$ cat src/rtl/punct_code.sv
// ---------------------------------------------------------------------------
// punct_code -- 802.11a rate-dependent puncturer
//
// Takes the {A,B} coded pairs from the rate-1/2 convolutional encoder,
// deletes bits according to the 802.11a puncturing pattern for rate 1/2,
// 2/3 or 3/4, and serialises the surviving bits one per cycle toward the
// interleaver. A 3-bit FIFO plus a ready handshake absorbs the
// 2-bits-in / 1-bit-out rate mismatch.
//
// Ports:
//   sys_clk        in   1  clock, all state on the rising edge
//   sys_rst        in   1  synchronous active-high reset
//   rate_sel       in   2  00=1/2, 01=2/3, 10=3/4, 11=reserved (as 1/2);
//                          sampled only on an accepted frame_start_i pair
//   frame_start_i  in   1  the pair on data_in is the first of a frame
//   data_in        in   2  coded pair, [1]=A (g0=133o), [0]=B (g1=171o)
//   data_valid_i   in   1  data_in valid
//   data_ready_o   out  1  a pair can be accepted this cycle
//   data_out       out  1  serial punctured bit (FIFO head)
//   data_valid_o   out  1  data_out valid (downstream always accepts)
// ---------------------------------------------------------------------------
module punct_code (
    input  logic       sys_clk,
    input  logic       sys_rst,
    input  logic [1:0] rate_sel,
    input  logic       frame_start_i,
    input  logic [1:0] data_in,
    input  logic       data_valid_i,
    output logic       data_ready_o,
    output logic       data_out,
    output logic       data_valid_o
);

    localparam logic [1:0] RATE_23 = 2'b01;
    localparam logic [1:0] RATE_34 = 2'b10;

    // Puncturing period in pairs; rate 1/2 and the reserved code use 1.
    function automatic logic [1:0] period_of(input logic [1:0] rate);
        case (rate)
            RATE_23: return 2'd2;
            RATE_34: return 2'd3;
            default: return 2'd1;
        endcase
    endfunction

    // Returns {keep_A, keep_B} for a pair at the given rate and phase.
    function automatic logic [1:0] keep_mask(input logic [1:0] rate,
                                             input logic [1:0] phase);
        case (rate)
            RATE_23: return (phase == 2'd0) ? 2'b11 : 2'b10;
            RATE_34: begin
                case (phase)
                    2'd0:    return 2'b11;
                    2'd1:    return 2'b10;
                    default: return 2'b01;
                endcase
            end
            default: return 2'b11;
        endcase
    endfunction

    logic [2:0] r_buf;      // r_buf[0] is the head bit
    logic [1:0] r_cnt;
    logic [1:0] r_phase;
    logic [1:0] r_rate_q;

    logic       w_accept;
    logic [1:0] w_rate_eff;
    logic [1:0] w_phase_eff;
    logic [1:0] w_phase_inc;
    logic [1:0] w_phase_nxt;
    logic [1:0] w_mask;
    logic       w_k0;
    logic       w_k1;
    logic [1:0] w_nkept;

    assign data_ready_o = (r_cnt <= 2'd1) && !sys_rst;
    assign data_valid_o = (r_cnt != 2'd0);
    assign data_out     = r_buf[0];

    assign w_accept = data_valid_i && data_ready_o;

    // A frame-start pair always uses phase 0 and the freshly offered rate.
    assign w_rate_eff  = frame_start_i ? rate_sel : r_rate_q;
    assign w_phase_eff = frame_start_i ? 2'd0     : r_phase;
    assign w_phase_inc = w_phase_eff + 2'd1;
    assign w_phase_nxt = (w_phase_inc >= period_of(w_rate_eff)) ? 2'd0 : w_phase_inc;

    assign w_mask = keep_mask(w_rate_eff, w_phase_eff);

    // Compact the surviving bits so the first kept bit is always w_k0.
    always_comb begin
        w_k0    = 1'b0;
        w_k1    = 1'b0;
        w_nkept = 2'd0;
        case (w_mask)
            2'b11: begin
                w_k0    = data_in[1];
                w_k1    = data_in[0];
                w_nkept = 2'd2;
            end
            2'b10: begin
                w_k0    = data_in[1];
                w_nkept = 2'd1;
            end
            2'b01: begin
                w_k0    = data_in[0];
                w_nkept = 2'd1;
            end
            default: begin
                w_k0    = 1'b0;
                w_k1    = 1'b0;
                w_nkept = 2'd0;
            end
        endcase
    end

    always_ff @(posedge sys_clk) begin
        if (sys_rst) begin
            r_buf    <= 3'b000;
            r_cnt    <= 2'd0;
            r_phase  <= 2'd0;
            r_rate_q <= 2'b00;
        end else if (w_accept) begin
            // Accepts only happen with cnt <= 1, and the head leaves this
            // same edge, so nothing older remains: new bits land at the head.
            r_buf   <= {1'b0, w_k1, w_k0};
            r_cnt   <= w_nkept;
            r_phase <= w_phase_nxt;
            if (frame_start_i) begin
                r_rate_q <= rate_sel;
            end
        end else if (r_cnt != 2'd0) begin
            r_buf <= {1'b0, r_buf[2:1]};
            r_cnt <= r_cnt - 2'd1;
        end
    end

endmodule

$ cat config.mk
export PLATFORM = sky130hd
export DESIGN_NAME = punct_code
export DESIGN_NICKNAME = d
export VERILOG_FILES = /design/src/rtl/punct_code.sv
export SDC_FILE = /design/constraint.sdc
export NUM_CORES = 1
export LEC_CHECK = 0
export ABC_AREA = 0
export BUFFER_PORTS_ARGS = -buffer_cell sky130_fd_sc_hd__buf_2
export CORE_MARGIN = 4
export CORE_UTILIZATION = 34
export CTS_BUF_LIST = sky130_fd_sc_hd__clkbuf_4 sky130_fd_sc_hd__clkbuf_8
export DETAILED_ROUTE_END_ITERATION = 7
export GPL_TIMING_DRIVEN = 1
export PLACE_DENSITY = 0.59
export RECOVER_POWER = 25
export SYNTH_ARGS = -nofsm -noshare
export SYNTH_HDL_FRONTEND = slang
export SYNTH_SLANG_ARGS = --single-unit
$ cat constraint.sdc
create_clock -name sys_clk -period 2.35 [get_ports sys_clk]
set_clock_uncertainty 0.05 [all_clocks]
set_input_delay 0.1175 -clock sys_clk [delete_from_list [all_inputs] [get_ports sys_clk]]
set_output_delay 0.1175 -clock sys_clk [all_outputs]
set_load 0.1 [all_outputs]
==> out/results.md <==
| Item | This run |
|:---|:---|
| Worst ir drop on vdd | 646 µV |
| Worst-skew pair later-pin latency | 0.25 ns |
| Top library cells by usage in the layout, fill and taps aside | 13 x sky130_fd_sc_hd__ha_1, 10 x sky130_fd_sc_hd__inv_1, 9 x sky130_fd_sc_hd__buf_2 |
| Syn nets | 95 |
| Sequential element share of the synthesized area | 24.1% |
| Data arrival time at the worst-slack endpoint | 2.13 ns |
| Post-Synthesis Mean Instance Area | 8.98 µm² |
| Relative contribution of sequential cells to total power | 24.4% |
| Fraction of power consumed by combinational cells | 62.4% |
| Path type of the worst setup path | flop to flop |
| Global-route wire length before repair | 1940 µm |
| Highest attainable clock frequency | 492 MHz |
| Routed length per instance | 10.5 µm |
| Final worst-path cycle share | 86.5% |
| Fraction of the core area covered by cells at the end of the flow | 42.8% |
| Worst slew margin | 23.0% |
| Clock tree from TritonCTS | yes |
| Full die area | 0.00273 mm² |
| Post-placement worst setup slack | 0.212 ns |
| Critical path data required time | 2.44 ns |
| Count of standard-cell rows | 15 |
| Cell count after synthesis | 74 |
| WL final | 1170 µm |
| Net switching component of the power | 399 µW |
| Flops & latches, synth | 8 |
| Placed Instances | 109 |
| Met2 track utilization from global routing | 14.2% |
| Final hold slack | 0.0671 ns |
| Cell area after layout | 763 µm² |
| Worst Max-Slew Pin Slew | 1.16 ns |
| Reported leakage power | 0.385 nW |
| Initial antenna violation count | 0 |
| Power density over cell area | 1020 mW/mm² |
| Total global-route track usage | 9.86% |
| Number of I/O port buffers | 10 |
| Unrepaired setup endpoints after global routing | no |
| Count of cell types in the netlist | 31 |
| Number of global-route vias before repair | 469 |
| Initial standard-cell utilization of the core | 37.3% |
| Type of the worst min-delay path | primary input to flop |
| Via count normalized by instance count | 4.77 |
| Post-place instance area | 742 µm² |
| Overflow left after global routing | 0 |
| Final-report max-slew violation count | 0 |
| Via count | 534 |
| Setup crit start kind | flop |
| Global routing met3 resource utilization | 5.13% |
| Pin count of the biggest net entering global routing | 9 |
| Most common cell after layout, fill and taps aside | sky130_fd_sc_hd__ha_1 |
| Internal power contribution | 377 µW |
| CP max FO | 4 |
| 1st-iter DRT viols | 9 |
| Post-route worst setup slack | 0.317 ns |
| Final antenna diode count | 0 |
| Boundary pin count | 11 |
| Post-Syn Area | 664 µm² |
| CTS root buf | sky130_fd_sc_hd__clkbuf_4 |
| Area of the core region | 0.00178 mm² |
| Layout Area Growth over Synthesis | 14.9% |
| Layer carrying the most global-route usage | met2 |
| Clock edge transition at the registers on the reported setup and hold paths | 0.05 ns |
| Filler-free cell count of the finished design | 112 |
| Total Negative Setup Slacks | 0 ns |
| Net count reported at finish | 110 |
| Proportion of layout cells with a drive suffix above 1 | 24.1% |
| Iteration count of the initial detailed-routing pass | 4 |
| Final setup vio count | 0 |
| Type of element capturing the critical path | flop |
| Met1 layer usage reported by global route | 12.8% |
| Run status | finished, final reports clean |
| Switching share of power | 51.4% |
| Count of nets left with antenna violations after detail routing | 0 |
| Design Power | 776 µW |
| Fill cells | 185 |
| Fin. Hold Viols | 0 |
| Total clock buffers created by CTS | 3 |
| Clock sink total | 8 |
| DIE HEIGHT | 52.2 µm |
| HPWL after DPL | 986 µm |
| Horiz. Die Dim | 52.2 µm |
| Maximum clock insertion buffer count | 2 |
| Maximum capacitance violations | 0 |
| Clock Power Share | 13.3% |
| Tmin final | 2.03 ns |
| Weighted congestion at the end of routability-driven global placement | 0.729 |
| Number of warnings issued by yosys | 0 |
| Drc violations | 0 |
| Total number of H-tree levels | 1 |
cell type report:
type                       count  area [µm²]  share of cell area (%)
multi-input combinational     54         452                    59.2
sequential                     8         160                    21.0
timing repair buffer          11        56.3                    7.38
inverter                      11        41.3                    5.41
tap                           25        31.3                    4.10
clock buffer                   3        22.5                    2.95
flip-flops by register name, summed over array words and instances (netlist names):
register / flops
r_phase: 2
r_rate_q: 2
r_cnt: 2
r_buf: 2
final timing paths:
check             endpoint         from  slack [ns]  depth (start not counted)
hold / removal    r_buf[1]      sys_rst        0.07                          2
setup / recovery  r_buf[0]  r_rate_q[0]        0.32                          8
setup reg to reg  r_buf[0]  r_rate_q[0]        0.32                          8
hold reg to reg   r_buf[1]     r_buf[1]        0.43                          2
repair_timing:
item                                    CTS  global route
setup buffers                             0             0
hold buffers                              0             0
endpoints found under the setup margin    0             1
resized for setup                         0             1
critical path, stage by stage (launching register included):
cell and delay, ns:
sky130_fd_sc_hd__dfxtp_1 0.31, sky130_fd_sc_hd__mux2i_1 0.21, sky130_fd_sc_hd__inv_1 0.07, sky130_fd_sc_hd__ha_1 0.23, sky130_fd_sc_hd__a211o_1 0.33, sky130_fd_sc_hd__ha_1 0.21
sky130_fd_sc_hd__o21ai_0 0.17, sky130_fd_sc_hd__a21oi_1 0.11, sky130_fd_sc_hd__o211a_1 0.21
power groups by stage:
stage	Sequential (mW)	Clock (mW)	Combinational (mW)
6_report	0.189	0.103	0.484
5_1_grt	0.193	0.120	0.526
2_1_floorplan	0.212	0	0.397
3_3_place_gp	0.193	0	0.486
3_5_place_dp	0.192	0	0.486
4_1_cts	0.189	0.107	0.489
cells by family after synthesis:
kind of cell	share of synthesized area, %
buf+inv	7.91
simple gates	18.3
xor+xnor	1.32
compound gates	19.4
mux	4.52
flops	24.1
fa+ha+maj	24.5
cell usage after synthesis (all sizes together):
cell    number  area, µm²
nor3         3       20.0
ha          13        163
nand3        2       10.0
o21ai        4       23.8
nor2b        1       8.76
dfxtp        8        160
o22ai        1       6.26
o211ai       1       12.5
and2b        1       7.51
inv         11       41.3
buf          1       11.3
o211a        1       10.0
nand2b       4       27.5
xnor2        1       8.76
nor2         2       7.51
a32o         2       20.0
nand2        2       10.0
a21oi        6       30.0
a211o        1       8.76
or2b         1       11.3
and3         1       6.26
mux2i        3       30.0
and2         1       6.26
nand4        1       6.26
a31o         2       17.5
layer usage:
metal	up-vias	wire, µm	share of wire, %
met2	16	490	42
met1	231	597	51
li1	287	-	-
met4	0	0	0
met3	0	87	7.4
met5	-	0	0
No activity file was read; power rests on OpenSTA's default activity.
